<file path="config.mk">
export PLATFORM = sky130hd
export DESIGN_NAME = branch_predictor
export DESIGN_NICKNAME = d
export VERILOG_FILES = /design/src/rtl/bp_pkg.sv /design/src/rtl/bp_btb.sv /design/src/rtl/branch_predictor.sv
export SDC_FILE = /design/constraint.sdc
export NUM_CORES = 2
export LEC_CHECK = 0
export CAP_MARGIN = 20
export CORE_ASPECT_RATIO = 0.5
export CORE_MARGIN = 1
export CORE_UTILIZATION = 54
export DETAILED_ROUTE_END_ITERATION = 12
export GPL_TIMING_DRIVEN = 0
export PLACE_DENSITY = 0.72
export SLEW_MARGIN = 30
export SYNTH_ARGS = -nofsm -noshare
export SYNTH_HDL_FRONTEND = slang
export SYNTH_SLANG_ARGS = --single-unit
</file>
<file path="constraint.sdc">
create_clock -name clk -period 18.1 [get_ports clk]
set_input_delay 3.62 -clock clk [delete_from_list [all_inputs] [get_ports clk]]
set_output_delay 3.62 -clock clk [all_outputs]
set_load 0.1 [all_outputs]
</file>
<file path="src/rtl/bp_pkg.sv">
// Shared types, defaults and helpers for the branch predictor.
// Optional build macro: BP_GSHARE_EN (gshare indexing; bimodal when undefined).
package bp_pkg;

  localparam int PHT_IDX_W_DFLT = 8;
  localparam int BTB_IDX_W_DFLT = 4;

  // Weakly not-taken
  localparam logic [1:0] PHT_RESET = 2'b01;

  // Tag field is sized for the smallest possible index; unused MSBs stay zero
  localparam int BTB_TAG_W = 30;

  typedef struct packed {
    logic                 valid;
    logic [BTB_TAG_W-1:0] tag;
    logic [31:0]          target;
  } btb_entry_t;

  // 2-bit saturating counter step, bounded at 00 and 11
  function automatic logic [1:0] sat_update(input logic [1:0] ctr, input logic taken);
    logic [1:0] nxt;
    nxt = ctr;
    if (taken) begin
      if (ctr != 2'b11) nxt = ctr + 2'b01;
    end else begin
      if (ctr != 2'b00) nxt = ctr - 2'b01;
    end
    return nxt;
  endfunction

endpackage

</file>
<file path="src/rtl/bp_btb.sv">
// Direct-mapped branch target buffer: combinational lookup, synchronous
// write and valid-bit invalidate. Tags and targets carry no reset.
module bp_btb
  import bp_pkg::*;
#(
  parameter int IDX_W = BTB_IDX_W_DFLT
) (
  input  logic        clk,
  input  logic        rst,
  input  logic [31:0] i_lk_pc,
  output logic        o_hit,
  output logic [31:0] o_target,
  input  logic        i_wr_en,
  input  logic [31:0] i_wr_pc,
  input  logic [31:0] i_wr_target
);

  localparam int unsigned N = 1 << IDX_W;

  btb_entry_t           r_mem [N];

  logic [29:0]          w_lk_word;
  logic [29:0]          w_wr_word;
  logic [IDX_W-1:0]     w_lk_idx;
  logic [IDX_W-1:0]     w_wr_idx;
  logic [BTB_TAG_W-1:0] w_lk_tag;
  logic [BTB_TAG_W-1:0] w_wr_tag;
  btb_entry_t           w_rd;
  logic                 w_unused_lo;

  assign w_lk_word   = i_lk_pc[31:2];
  assign w_wr_word   = i_wr_pc[31:2];
  assign w_lk_idx    = w_lk_word[IDX_W-1:0];
  assign w_wr_idx    = w_wr_word[IDX_W-1:0];
  // Tag is the word address above the index, zero-extended into the tag field
  assign w_lk_tag    = w_lk_word >> IDX_W;
  assign w_wr_tag    = w_wr_word >> IDX_W;
  assign w_unused_lo = ^{i_lk_pc[1:0], i_wr_pc[1:0]};

  // Lookup: hit on valid entry with matching tag; target forced to 0 on miss
  always_comb begin
    w_rd     = r_mem[w_lk_idx];
    o_hit    = w_rd.valid && (w_rd.tag == w_lk_tag);
    o_target = o_hit ? w_rd.target : '0;
  end

  // Reset clears only valid bits; a write overwrites any aliasing entry
  always_ff @(posedge clk) begin
    if (!rst) begin
      for (int unsigned i = 0; i < N; i++) begin
        r_mem[i].valid <= 1'b0;
      end
    end else if (i_wr_en) begin
      r_mem[w_wr_idx] <= '{valid: 1'b1, tag: w_wr_tag, target: i_wr_target};
    end
  end

endmodule

</file>
<file path="src/rtl/branch_predictor.sv">
// Gshare / bimodal direction predictor with a direct-mapped BTB.
// Build macro BP_GSHARE_EN: defined selects PC^GHR indexing with a
// non-speculative GHR; undefined selects bimodal PC-only indexing.
module branch_predictor
  import bp_pkg::*;
#(
  parameter int PHT_IDX_W = PHT_IDX_W_DFLT,
  parameter int BTB_IDX_W = BTB_IDX_W_DFLT
) (
  input  logic                 clk,
  input  logic                 rst,
  input  logic [31:0]          F_PC,
  output logic                 F_pred_taken,
  output logic [PHT_IDX_W-1:0] F_pht_idx,
  output logic                 F_btb_hit,
  output logic [31:0]          F_btb_target,
  input  logic                 ex_update_en,
  input  logic                 ex_actual_taken,
  input  logic [31:0]          ex_pc,
  input  logic [31:0]          ex_actual_target,
  input  logic [PHT_IDX_W-1:0] pht_idx_ex
);

  localparam int unsigned PHT_N = 1 << PHT_IDX_W;

  logic [1:0]           r_pht [PHT_N];
  logic [PHT_IDX_W-1:0] w_ghr;
  logic [PHT_IDX_W-1:0] w_pc_idx;
  logic                 w_btb_hit;
  logic [31:0]          w_btb_target;

`ifdef BP_GSHARE_EN
  logic [PHT_IDX_W-1:0] r_ghr;

  // Non-speculative global history, shifted on every resolved update
  always_ff @(posedge clk) begin
    if (!rst) begin
      r_ghr <= '0;
    end else if (ex_update_en) begin
      r_ghr <= {r_ghr[PHT_IDX_W-2:0], ex_actual_taken};
    end
  end

  assign w_ghr = r_ghr;
`else
  assign w_ghr = '0;
`endif

  assign w_pc_idx = F_PC[PHT_IDX_W+1:2];

  // Lookup: index formation and direction qualified by BTB hit
  always_comb begin
    F_pht_idx    = w_pc_idx ^ w_ghr;
    F_btb_hit    = w_btb_hit;
    F_btb_target = w_btb_target;
    F_pred_taken = r_pht[F_pht_idx][1] & w_btb_hit;
  end

  // PHT training; reset wins over a coincident update
  always_ff @(posedge clk) begin
    if (!rst) begin
      for (int unsigned i = 0; i < PHT_N; i++) begin
        r_pht[i] <= PHT_RESET;
      end
    end else if (ex_update_en) begin
      r_pht[pht_idx_ex] <= sat_update(r_pht[pht_idx_ex], ex_actual_taken);
    end
  end

  bp_btb #(
    .IDX_W (BTB_IDX_W)
  ) u_btb (
    .clk         (clk),
    .rst         (rst),
    .i_lk_pc     (F_PC),
    .o_hit       (w_btb_hit),
    .o_target    (w_btb_target),
    .i_wr_en     (ex_update_en & ex_actual_taken),
    .i_wr_pc     (ex_pc),
    .i_wr_target (ex_actual_target)
  );

endmodule

</file>
# [After elaboration in Yosys (flattened, before gate mapping)]
# Memory sizes are Yosys's and may differ from the RTL's.
# Cells that the tools add are included.
[classes] n_addsub=2 eq_ne=2 muxes=19 bitwise_logic=2 reduce_logical=4
[op_table] op="2-to-1 mux 59 bit" n=1
[op_table] op="OR reduction 59 bit" n=1
[op_table] op="2-to-1 mux 32 bit" n=1
[op_table] op="equality test 30 x 26 -> 1 bit" n=1
[op_table] op="2-to-1 mux 2 bit" n=7
[op_table] op="2-to-1 mux 1 bit" n=8
[op_table] op="2-to-1 mux 8 bit" n=1
[op_table] op="2-to-1 mux 4 bit" n=1
[op_table] op="adder 2 x 1 -> 2 bit (second input constant)" n=1
[op_table] op="AND 1 bit" n=2
[op_table] op="inequality test 2 bit (second input constant)" n=1
[op_table] op="nonzero test 2 bit" n=1
[op_table] op="OR reduction 2 bit" n=1
[op_table] op="subtractor 2 x 1 -> 2 bit (second input constant)" n=1
[op_table] op="logical AND 1 bit" n=1
[word_totals] regBits=0 ramBits=1456 input_bits=108 out_inout_bits=42 wordCells=31 mem_count=2
[mem_list] memory="u_btb.r_mem" words=16 word_bits=59 read_ports=1 rd_ports_with_merged_regs=0 wr=16 line_no="bp_btb.sv:20" rtl="btb_entry_t r_mem [N];"
[mem_list] memory="r_pht" words=256 word_bits=2 read_ports=2 rd_ports_with_merged_regs=0 wr=256 line_no="branch_predictor.sv:26" rtl="logic [1:0] r_pht [PHT_N];"

# [Longest topological paths before layout]
# An unclocked memory read counts as a cell.
[logic_depth] depth_word=7 ltp_mapped=15 depth_no_buf=8

# [Cells and area by module]
# From an unflattened synthesis, not the netlist that was laid out.
[unflattened] hier_cells=3669 area_unflattened_um2=63840.0
[modules_own_cells] module="bp_btb" n_inst=1 cells_per_inst=1614 area_each_um2=36884.1
[modules_own_cells] module="branch_predictor" n_inst=1 cells_per_inst=2055 area_each_um2=26955.9

# [Worst setup path before layout]
# Ideal clock, no wire load.
[synth_timing] path_kind="input-to-output" start="input F_PC[2]" end="output F_pred_taken" arrival_ps=8405 t_required_ps=14480 path_slack_ps=6075 stages=9 path_cell_list="clkbuf_1 > buf_1 > mux4_2 > mux4_2 > xor2_1 > nor4_1 > nand4_1 > clkbuf_1 > a211oi_1"
[synth_between] elab_chain_len=4
[synth_rtl] item="start: declaration" line_no="branch_predictor.sv:12" rtl="input logic [31:0] F_PC,"
[synth_rtl] item="memory read (16 x 59 bit)"
[synth_rtl] item="equality test 30 x 26 -> 1 bit" line_no="bp_btb.sv:43" rtl="o_hit = w_rd.valid && (w_rd.tag == w_lk_tag);"
[synth_rtl] item="logical AND 1 bit" line_no="bp_btb.sv:43"
[synth_rtl] item="AND 1 bit (*)" line_no="branch_predictor.sv:56" rtl="F_pred_taken = r_pht[F_pht_idx][1] & w_btb_hit;"
[synth_rtl] item="end: declaration" line_no="branch_predictor.sv:13" rtl="output logic F_pred_taken,"
# Mark *: on every way between the ends. The rest lies on a longest branch, timed or not.

# [Worst setup path in the final report]
# Same ends and word-level chain as after synthesis.

==> impl_metrics.py <==
metrics = {
    "clocking": {
        "clk_pin_slew_ps": 70,
        "root_buffer": "clkbuf_16",
        "ctsHoldBuffers": 0,
        "cts_setup_buffers": 0,
        "clock_latency_ps": 820,
        "cts_tree": "built",
        "clk_path_buf_depth": 3,
        "cts_num_sinks": 1456,
        "cts_made_buffers": 131,
        "post_cts_resized": 0,
        "cts-htree-levels": 4,
    },
    "sta": {
        "finalSetupViolations": 0,
        "finalCritPeriodShare_pct": 73.3,
        "slew_headroom_pct": 18.3,
        "period_needed_ps": 13270,
        "tightestPinTransition_ps": 1220,
        "finClkSkew_ps": 37.1,
        "grt_setup_unrepaired": "no",
        "max_freq_mhz": 75.4,
        "fin_ws_ps": 4830,
        "fin_tns_setup_ps": 0,
        "final_hold_viol_count": 0,
        "final_max_slew_viol_count": 0,
    },
    "logic_synthesis": {
        "yosysTopAreaCellShare_pct": 68.7,
        "seq_area_frac_synth_pct": 69.2,
        "synth_seq_cells": 1456,
        "synth_top_cell_by_area": "edfxtp_1",
        "synth_area_leaders": "edfxtp_1 69%, mux4_2 17%, nand3_1 2.1%",
        "synth_edf_count": 1440,
        "synth_area_um2": 63000,
        "async_flop_share_pct": 0,
        "synth-warning-count": 0,
        "synthDistinctLibCells": 55,
        "synth.avg_cell_area_um2": 17.8,
        "syn_inst": 3543,
        "synth.most_common_cell": "edfxtp_1",
        "synth_common_cells": "1,440 x edfxtp_1, 487 x mux4_2, 266 x nand3_1, 256 x nor3_1, 245 x o21ai_0",
        "synth_nets": 3651,
        "ys.flop_type": "edfxtp_1",
    },
    "floorplanning": {
        "fp.dieH_um": 243,
        "num_rows": 88,
        "start_util_pct": 54.6,
        "core-area_um2": 115000,
        "dieArea_um2": 118000,
        "boundaryPins": 150,
        "dieWidth_um": 485,
    },
    "global_route": {
        "grt_usage_pct": 39.1,
        "grt_pass1_wl_um": 312000,
        "grt_max_degree": 18,
        "grt_pass1_vias": 39400,
        "overflow": 0,
        "antenna_found_initial": 20,
    },
    "setup_path": {
        "worstSetupPathType": "in -> out",
        "startpoint_type": "input port",
        "endpoint_kind": "output pin",
        "crit_path_max_fanout": 10,
        "arrival_ps": 9650,
        "required_ps": 14480,
        "worst-r2r-cell-count": 10,
    },
    "placement": {
        "port_buffers": 136,
        "gp_congestion": 1.08,
        "place_area_um2": 68300,
        "place_ws_ps": 4930,
        "dpl.hpwl_um": 157000,
    },
    "routing": {
        "drt-total-wl_um": 228000,
        "drc": 0,
        "ant_nets": 0,
        "firstDrtPassIters": 7,
        "drtIter0Drc": 7210,
        "via_per_inst": 7.25,
        "drt-wirelength-per-cell_um": 40.9,
        "routed-via-count": 40300,
    },
    "min_path": {
        "hold_path.class": "reg -> reg",
        "hold_path_depth": 1,
    },
    "layout": {
        "layout-drive-gt1-share_pct": 25.0,
        "area_delta_synth_final_pct": 15.5,
        "num-nets-final": 4027,
        "design_area_um2": 72700,
    },
    "power": {
        "power_mw": 7.32,
        "power.density_nw_per_um2": 101,
        "ir_drop_mv": 0.0959,
        "leakage_nw": 22.2,
    },
    "run_status": {
        "status": "finished, final reports clean",
    },
    "flow_run": {
        "cap_violations": 0,
    },
}
[kinds of logic after synthesis]
group | synth area share, %
buf+inv | 2.63
compound gates | 3.21
xor+xnor | 0.362
simple gates | 6.16
flops | 69.2
mux | 18.4
fa+ha+maj | 0.0358
[final timing paths]
check	start	endpoint	slack [ps]
hold reg to reg	u_btb.r_mem[15][58]	u_btb.r_mem[15][58]	450
setup / recovery	F_PC[2]	F_pred_taken	4830
hold / removal	u_btb.r_mem[15][58]	u_btb.r_mem[15][58]	450
setup reg to reg	r_pht[107][1]	r_pht[10][0]	14080
[metal layers]
metal	GRT usage [%]	vias up	wire [um]
met5	0.725	-	161
met4	22.7	8	15200
met3	12.4	808	30300
met2	58.3	3502	102000
met1	50.9	20700	80600
li1	-	15300	-
[registers in the layout, summed over array words and instances (netlist names)]
name / flops
r_pht: 512
u_btb.r_mem: 944
[worst max-delay path, stage by stage]
cell and delay (ps):
clkbuf_1 110, clkbuf_1 460, buf_2 530, mux4_2 580, mux4_2 510, xnor2_1 240
nand3_1 280, nor3_1 340, nand4_1 610, clkbuf_2 570, a211oi_1 530, clkdlybuf4s50_1 1240
[stage by stage]
stage                     hold slack, ps  instances  util [%]
final                                451       5567      63.0
after global routing                 469       5558      63.0
after CTS                            452       5551      63.0
after detailed placement             436       5316      59.2
after global placement               428       5209      57.4
after floorplan                      421       3543         -
[area by class of cell]
class / count / area [um2]
timing repair buffer: 243 / 3210
tap: 1530 / 1910
sequential: 1456 / 43600
inverter: 6 / 22.5
buffer: 357 / 1720
antenna: 16 / 40.0
multi-input combinational: 1724 / 17900
clock inverter: 70 / 812
fill: 8069 / 42700
clock buffer: 165 / 3530
[placed cells by master, fill, tap and decap left out, types with 47 or more instances in the layout]
| cell type | synthesis | routed |
|---|---|---|
| edfxtp_1 | 1440 | 1440 |
| mux4_2 | 487 | 487 |
| nand3_1 | 266 | 266 |
| nor3_1 | 256 | 248 |
| o21ai_0 | 245 | 245 |
| clkbuf_1 | 208 | 189 |
| clkbuf_16 | 0 | 136 |
| clkdlybuf4s50_1 | 0 | 135 |
| buf_2 | 80 | 103 |
| nand2_1 | 95 | 95 |
| buf_4 | 23 | 70 |
| mux2i_1 | 60 | 60 |
| nor2_1 | 79 | 59 |
| buf_16 | 0 | 50 |
| nor2b_1 | 50 | 49 |
| clkbuf_2 | 0 | 47 |
[where the power goes]
group | internal [mW] | total (mW) | switching (mW)
combinational | 0.216 | 0.654 | 0.437
sequential | 3.74 | 3.76 | 0.0187
clock | 1.58 | 2.90 | 1.33
Note: power is estimated with default switching activity, not from simulation.
